==> config.mk <==
export PLATFORM = sky130hd
export DESIGN_NAME = datactrl
export DESIGN_NICKNAME = d
export VERILOG_FILES = /design/src/rtl/datactrl.sv
export SDC_FILE = /design/constraint.sdc
export NUM_CORES = 1
export LEC_CHECK = 0
export CAP_MARGIN = 20
export CORE_ASPECT_RATIO = 0.75
export CORE_MARGIN = 5
export CORE_UTILIZATION = 52
export CTS_CLUSTER_DIAMETER = 150
export DETAILED_ROUTE_END_ITERATION = 12
export PLACE_DENSITY = 0.78
export SETUP_SLACK_MARGIN = 0.5
export SYNTH_ARGS = -nofsm -noshare
export SYNTH_HDL_FRONTEND = slang
export SYNTH_SLANG_ARGS = --single-unit
==> constraint.sdc <==
create_clock -name clk_in -period 3.15 [get_ports clk_in]
set_input_delay 0.63 -clock clk_in [delete_from_list [all_inputs] [get_ports clk_in]]
set_output_delay 0.63 -clock clk_in [all_outputs]
set_load 0.05 [all_outputs]
==> src/rtl/datactrl.sv <==
// Data controller: serialises load-buffer loads and ROB stores into byte accesses on a
// single-port RAM bus, returning sign/zero-extended load data with a one-cycle pulse.
module datactrl #(
  parameter int unsigned ADDR_WIDTH = 32,
  parameter int unsigned DATA_WIDTH = 32
) (
  input  logic                  clk_in,
  input  logic                  rst_in,
  input  logic                  rdy_in,

  input  logic                  lbuffer_datactrl_en_in,
  input  logic [ADDR_WIDTH-1:0] lbuffer_datactrl_addr_in,
  input  logic [2:0]            lbuffer_datactrl_width_in,
  input  logic                  lbuffer_datactrl_sgn_in,
  output logic                  datactrl_lbuffer_en_out,
  output logic [DATA_WIDTH-1:0] datactrl_lbuffer_data_out,

  input  logic                  rob_datactrl_en_in,
  input  logic [ADDR_WIDTH-1:0] rob_datactrl_addr_in,
  input  logic [2:0]            rob_datactrl_width_in,
  input  logic [DATA_WIDTH-1:0] rob_datactrl_data_in,
  output logic                  datactrl_rob_done_out,
  input  logic                  rob_datactrl_rst_in,

  input  logic [7:0]            mem_din_in,
  output logic [7:0]            mem_dout_out,
  output logic [ADDR_WIDTH-1:0] mem_a_out,
  output logic                  mem_wr_out
);

  localparam int unsigned ByteExt = DATA_WIDTH - 8;
  localparam int unsigned HalfExt = DATA_WIDTH - 16;

  typedef enum logic [1:0] {StIdle, StLoad, StStore, StDone} state_e;

  state_e                state_q;
  logic                  is_load_q;
  logic [2:0]            cnt_q;
  logic [2:0]            nbytes_q;
  logic [ADDR_WIDTH-1:0] addr_q;
  logic                  sgn_q;
  logic [DATA_WIDTH-1:0] sdata_q;
  logic [DATA_WIDTH-1:0] assembly_q;

  logic [2:0]            cnt_nxt;
  logic                  last_byte;
  logic [ADDR_WIDTH-1:0] addr_nxt;
  logic [7:0]            store_byte_nxt;
  logic [DATA_WIDTH-1:0] load_full;
  logic [DATA_WIDTH-1:0] load_result;

  // Unknown width encodings fall back to a full word.
  function automatic logic [2:0] width_to_n(input logic [2:0] w);
    case (w)
      3'b001:  return 3'd1;
      3'b010:  return 3'd2;
      default: return 3'd4;
    endcase
  endfunction

  always_comb begin
    cnt_nxt        = cnt_q + 3'd1;
    last_byte      = (cnt_nxt >= nbytes_q);
    addr_nxt       = addr_q + ADDR_WIDTH'(cnt_nxt);
    store_byte_nxt = sdata_q[{cnt_nxt[1:0], 3'b000} +: 8];
    // The final byte bypasses the assembly register straight from the RAM.
    load_full = assembly_q;
    load_full[{cnt_q[1:0], 3'b000} +: 8] = mem_din_in;
    case (nbytes_q)
      3'd1:    load_result = {{ByteExt{sgn_q & load_full[7]}}, load_full[7:0]};
      3'd2:    load_result = {{HalfExt{sgn_q & load_full[15]}}, load_full[15:0]};
      default: load_result = load_full;
    endcase
  end

  always_ff @(posedge clk_in or negedge rst_in) begin
    if (!rst_in) begin
      state_q                   <= StIdle;
      is_load_q                 <= 1'b0;
      cnt_q                     <= '0;
      nbytes_q                  <= '0;
      addr_q                    <= '0;
      sgn_q                     <= 1'b0;
      sdata_q                   <= '0;
      assembly_q                <= '0;
      datactrl_lbuffer_en_out   <= 1'b0;
      datactrl_lbuffer_data_out <= '0;
      datactrl_rob_done_out     <= 1'b0;
      mem_dout_out              <= '0;
      mem_a_out                 <= '0;
      mem_wr_out                <= 1'b0;
    end else if (rdy_in) begin
      datactrl_lbuffer_en_out <= 1'b0;
      datactrl_rob_done_out   <= 1'b0;
      unique case (state_q)
        StIdle: begin
          // Committed stores win arbitration and ignore flush.
          if (rob_datactrl_en_in) begin
            state_q      <= StStore;
            is_load_q    <= 1'b0;
            cnt_q        <= '0;
            nbytes_q     <= width_to_n(rob_datactrl_width_in);
            addr_q       <= rob_datactrl_addr_in;
            sdata_q      <= rob_datactrl_data_in;
            mem_a_out    <= rob_datactrl_addr_in;
            mem_dout_out <= rob_datactrl_data_in[7:0];
            mem_wr_out   <= 1'b1;
          end else if (lbuffer_datactrl_en_in && !rob_datactrl_rst_in) begin
            state_q    <= StLoad;
            is_load_q  <= 1'b1;
            cnt_q      <= '0;
            nbytes_q   <= width_to_n(lbuffer_datactrl_width_in);
            addr_q     <= lbuffer_datactrl_addr_in;
            sgn_q      <= lbuffer_datactrl_sgn_in;
            assembly_q <= '0;
            mem_a_out  <= lbuffer_datactrl_addr_in;
          end
        end
        StLoad: begin
          if (rob_datactrl_rst_in) begin
            state_q    <= StIdle;
            cnt_q      <= '0;
            assembly_q <= '0;
            mem_a_out  <= '0;
          end else if (last_byte) begin
            state_q                   <= StDone;
            cnt_q                     <= '0;
            assembly_q                <= load_full;
            datactrl_lbuffer_data_out <= load_result;
            datactrl_lbuffer_en_out   <= 1'b1;
            mem_a_out                 <= '0;
          end else begin
            assembly_q <= load_full;
            cnt_q      <= cnt_nxt;
            mem_a_out  <= addr_nxt;
          end
        end
        StStore: begin
          if (last_byte) begin
            state_q               <= StDone;
            cnt_q                 <= '0;
            datactrl_rob_done_out <= 1'b1;
            mem_a_out             <= '0;
            mem_dout_out          <= '0;
            mem_wr_out            <= 1'b0;
          end else begin
            cnt_q        <= cnt_nxt;
            mem_a_out    <= addr_nxt;
            mem_dout_out <= store_byte_nxt;
          end
        end
        StDone: begin
          state_q <= StIdle;
          if (rob_datactrl_rst_in && is_load_q) begin
            assembly_q <= '0;
          end
        end
        default: state_q <= StIdle;
      endcase
    end
  end

endmodule

==> results.toml <==
[yosys]
syn-instance-count = 888
synth_area_um2 = 9030
postSynthAreaPerCell_um2 = 10.2
yosys-top-cells-count = "dfrtp_1, o21ai_0, nand2_1, a21oi_1, nor2_1"
ys_seq_area_share_pct = 50.2
yosysWarnings = 0
ys_async_sr_fraction_pct = 100
netlist.area_leader.share_pct = 50.2
synth_most_common_cell = "dfrtp_1"
yosysUniqueCellTypes = 62
syn_nets = 1021
ys_top_cells_by_area = "dfrtp_1, o21ai_0, mux2_2, mux2i_1, nand2_1"
yosysTopAreaCell = "dfrtp_1"
ys_ff_latch = 181
synth_ff_type = "dfrtp_1"
synth_edf_count = 0

[placement]
numPortBuffers = 191
placed_cells = 1260
gp_congestion = 0.832
dp_hpwl_um = 16800

[power_and_ir_drop]
power.total_mw = 12.1
peakVddDrop_uv = 499
power_density_nw_per_um2 = 1010
p_leak_nw = 5.02

[clocking]
cts-root-buf = "clkbuf_16"
clkLatencyLatePin_ps = 430
cts_sinks = 181
postCtsHoldBufs = 0
numCtsBuffers = 17
clk_pin_slew_ps = 70
cts_tree = "yes"
max-clock-path-buffers = 2
htreeDepth = 4

[sta]
rsz0062_at_grt = "no"
setup_tns_ps = 0
setup_violations = 0
slew_viol_final = 0
slew_headroom_pct = 52.7
clock.fmax_mhz = 389
fin_crit_sh_pct = 81.7
holdWs_ps = 176
period_needed_ps = 2570
worstMarginPinSlew_ps = 708
finalHoldViolCount = 0
fin_skew_ps = 15.5

[floorplanning]
rows = 41
core_area_um2 = 16900
die_w_um = 162
initial_utilization_pct = 53.3
die_area_um2 = 20100
die_h_um = 124
boundaryPins = 192

[drt]
dr.pass1.iters = 5
detail-route-antenna-nets = 0
drt_iter0_drc = 504
totalWireLength_um = 24100
drc = 0
dr_total_vias = 7529
post_drt_wl_per_cell_um = 18.5
avgViaCountPerCell = 5.80

[grt]
grt_util_met3_pct = 6.72
grt_pass1_vias = 7398
grt_first_pass_wirelength_um = 38900
grt.busiest_layer = "met2"
globalRouteTotalUtil_pct = 24.4
antenna_found_initial = 1
grtUsageMet1_pct = 34.6
grt_max_degree = 71
met2_usage_pct = 37.1
overflow = 0

[cells_and_area]
fin_util_pct = 70.3
drive_gt1_share_pct = 11.5
fillers = 1332
antenna_cells = 0
final_nets = 1204
instances_no_fill = 1299
area.growth.synth_to_final_pct = 31.8
seqCellArea_um2 = 4530
multiInputGateArea_um2 = 4260

[run]
maxCapViolCount = 0

[critical_path]
r2r-start = "cnt_q[0]"
end_kind = "register"
crit_fanout = 14
required_ps = 3510
crit_family = "adder cells"
start_kind = "register"
startpoint = "cnt_q[0]"
crit_path_cell_trace = "inv_2 -> ha_2 -> ha_1 -> a211o_1 -> nand4_1 -> buf_4 -> or4_1 -> a21oi_1 -> o22a_1"
r2r_slack_ps = 580
cp_slowest_cell = "dfrtp_2"
path_buf_inv = 2
crit_path_max_incr_delay_ps = 470
cp.arrival_ps = 2930
crit_type = "register to register"

[outcome]
status = "finished clean"

[min_path]
hp-class = "input port to async pin"
==> power by group <==
group	switching (mW)	total [mW]	internal (mW)	leakage [nW]
combinational	3.65	5.98	2.33	2.46
clock	0.932	2.13	1.20	0.287
sequential	0.681	3.94	3.26	2.27
total	5.26	12.1	6.79	5.02
==> registers in the layout, indices dropped and copies added, names as in the netlist <==
signal and flops:
sgn_q 1, assembly_q 32, datactrl_lbuffer_en_out 1, datactrl_lbuffer_data_out 32
addr_q 32, state_q 2, mem_dout_out 8, sdata_q 32
datactrl_rob_done_out 1, mem_a_out 32, cnt_q 3, mem_wr_out 1
nbytes_q 3, is_load_q 1
==> path summary, 6_finish.rpt <==
check,end,depth (start not counted)
max in group asynchronous,datactrl_lbuffer_data_out[18],2
hold reg to reg,assembly_q[31],2
min in group clk_in,assembly_q[31],2
setup reg to reg,mem_a_out[25],9
setup / recovery,mem_a_out[25],9
hold / removal,addr_q[20],1
==> logic make-up (layout without fill, tap and decap cells) <==
kind of cell | Yosys count | after routing | synth area share [%]
flops | 181 | 181 | 50.2
simple gates | 234 | 235 | 13.1
buf+inv | 80 | 275 | 3.77
xor+xnor | 27 | 27 | 2.62
mux | 74 | 74 | 9.81
compound gates | 276 | 276 | 18.2
fa+ha+maj | 16 | 16 | 2.30
==> placed cells by master, fill, tap and decap left out, types with 8 or more instances in the layout <==
cell type,netlist,final
clkbuf_16,0,17
o21ai_0,133,130
a22oi_1,8,8
a22o_1,10,10
a21oi_1,60,60
nand2_1,81,81
nor2_1,49,49
xnor2_1,23,23
ha_1,15,12
mux2_2,33,33
clkdlybuf4s50_1,0,189
o21a_1,11,11
inv_1,24,23
o22a_1,18,18
buf_4,0,24
mux2i_1,33,33
nor3_1,12,11
dfrtp_1,181,180
nor2b_1,36,35
o211ai_1,9,9
==> metal layers <==
| layer | up-vias | part of all wire (%) |
|---|---|---|
| li1 | 3533 | - |
| met1 | 3676 | 45 |
| met2 | 280 | 45 |
| met3 | 38 | 8.2 |
| met4 | 2 | 1.6 |
| met5 | - | 0.050 |
==> timing repair <==
item | 4_1_cts | 5_1_grt
setup buffers | 1 | 5
resized for setup | 9 | 9
pin swaps | 2 | 5
cloned | 1 | 0
endpoints found under the setup margin | 60 | 49
==> area by class of cell <==
| cell class | instances | area share [%] |
|---|---|---|
| timing repair buffer | 219 | 18.1 |
| clock inverter | 13 | 1.26 |
| multi-input combinational | 628 | 35.8 |
| clock buffer | 19 | 3.72 |
| inverter | 24 | 0.757 |
| tap | 215 | 2.26 |
| sequential | 181 | 38.1 |
==> stage by stage <==
step | setup slack [ps] | cell area, µm²
floorplan | 525 | 9040
global placement | 422 | 11200
detailed placement | 268 | 11200
CTS | 514 | 11800
global route | 490 | 11900
finish | 578 | 11900
(Power assumes the default switching activity.)
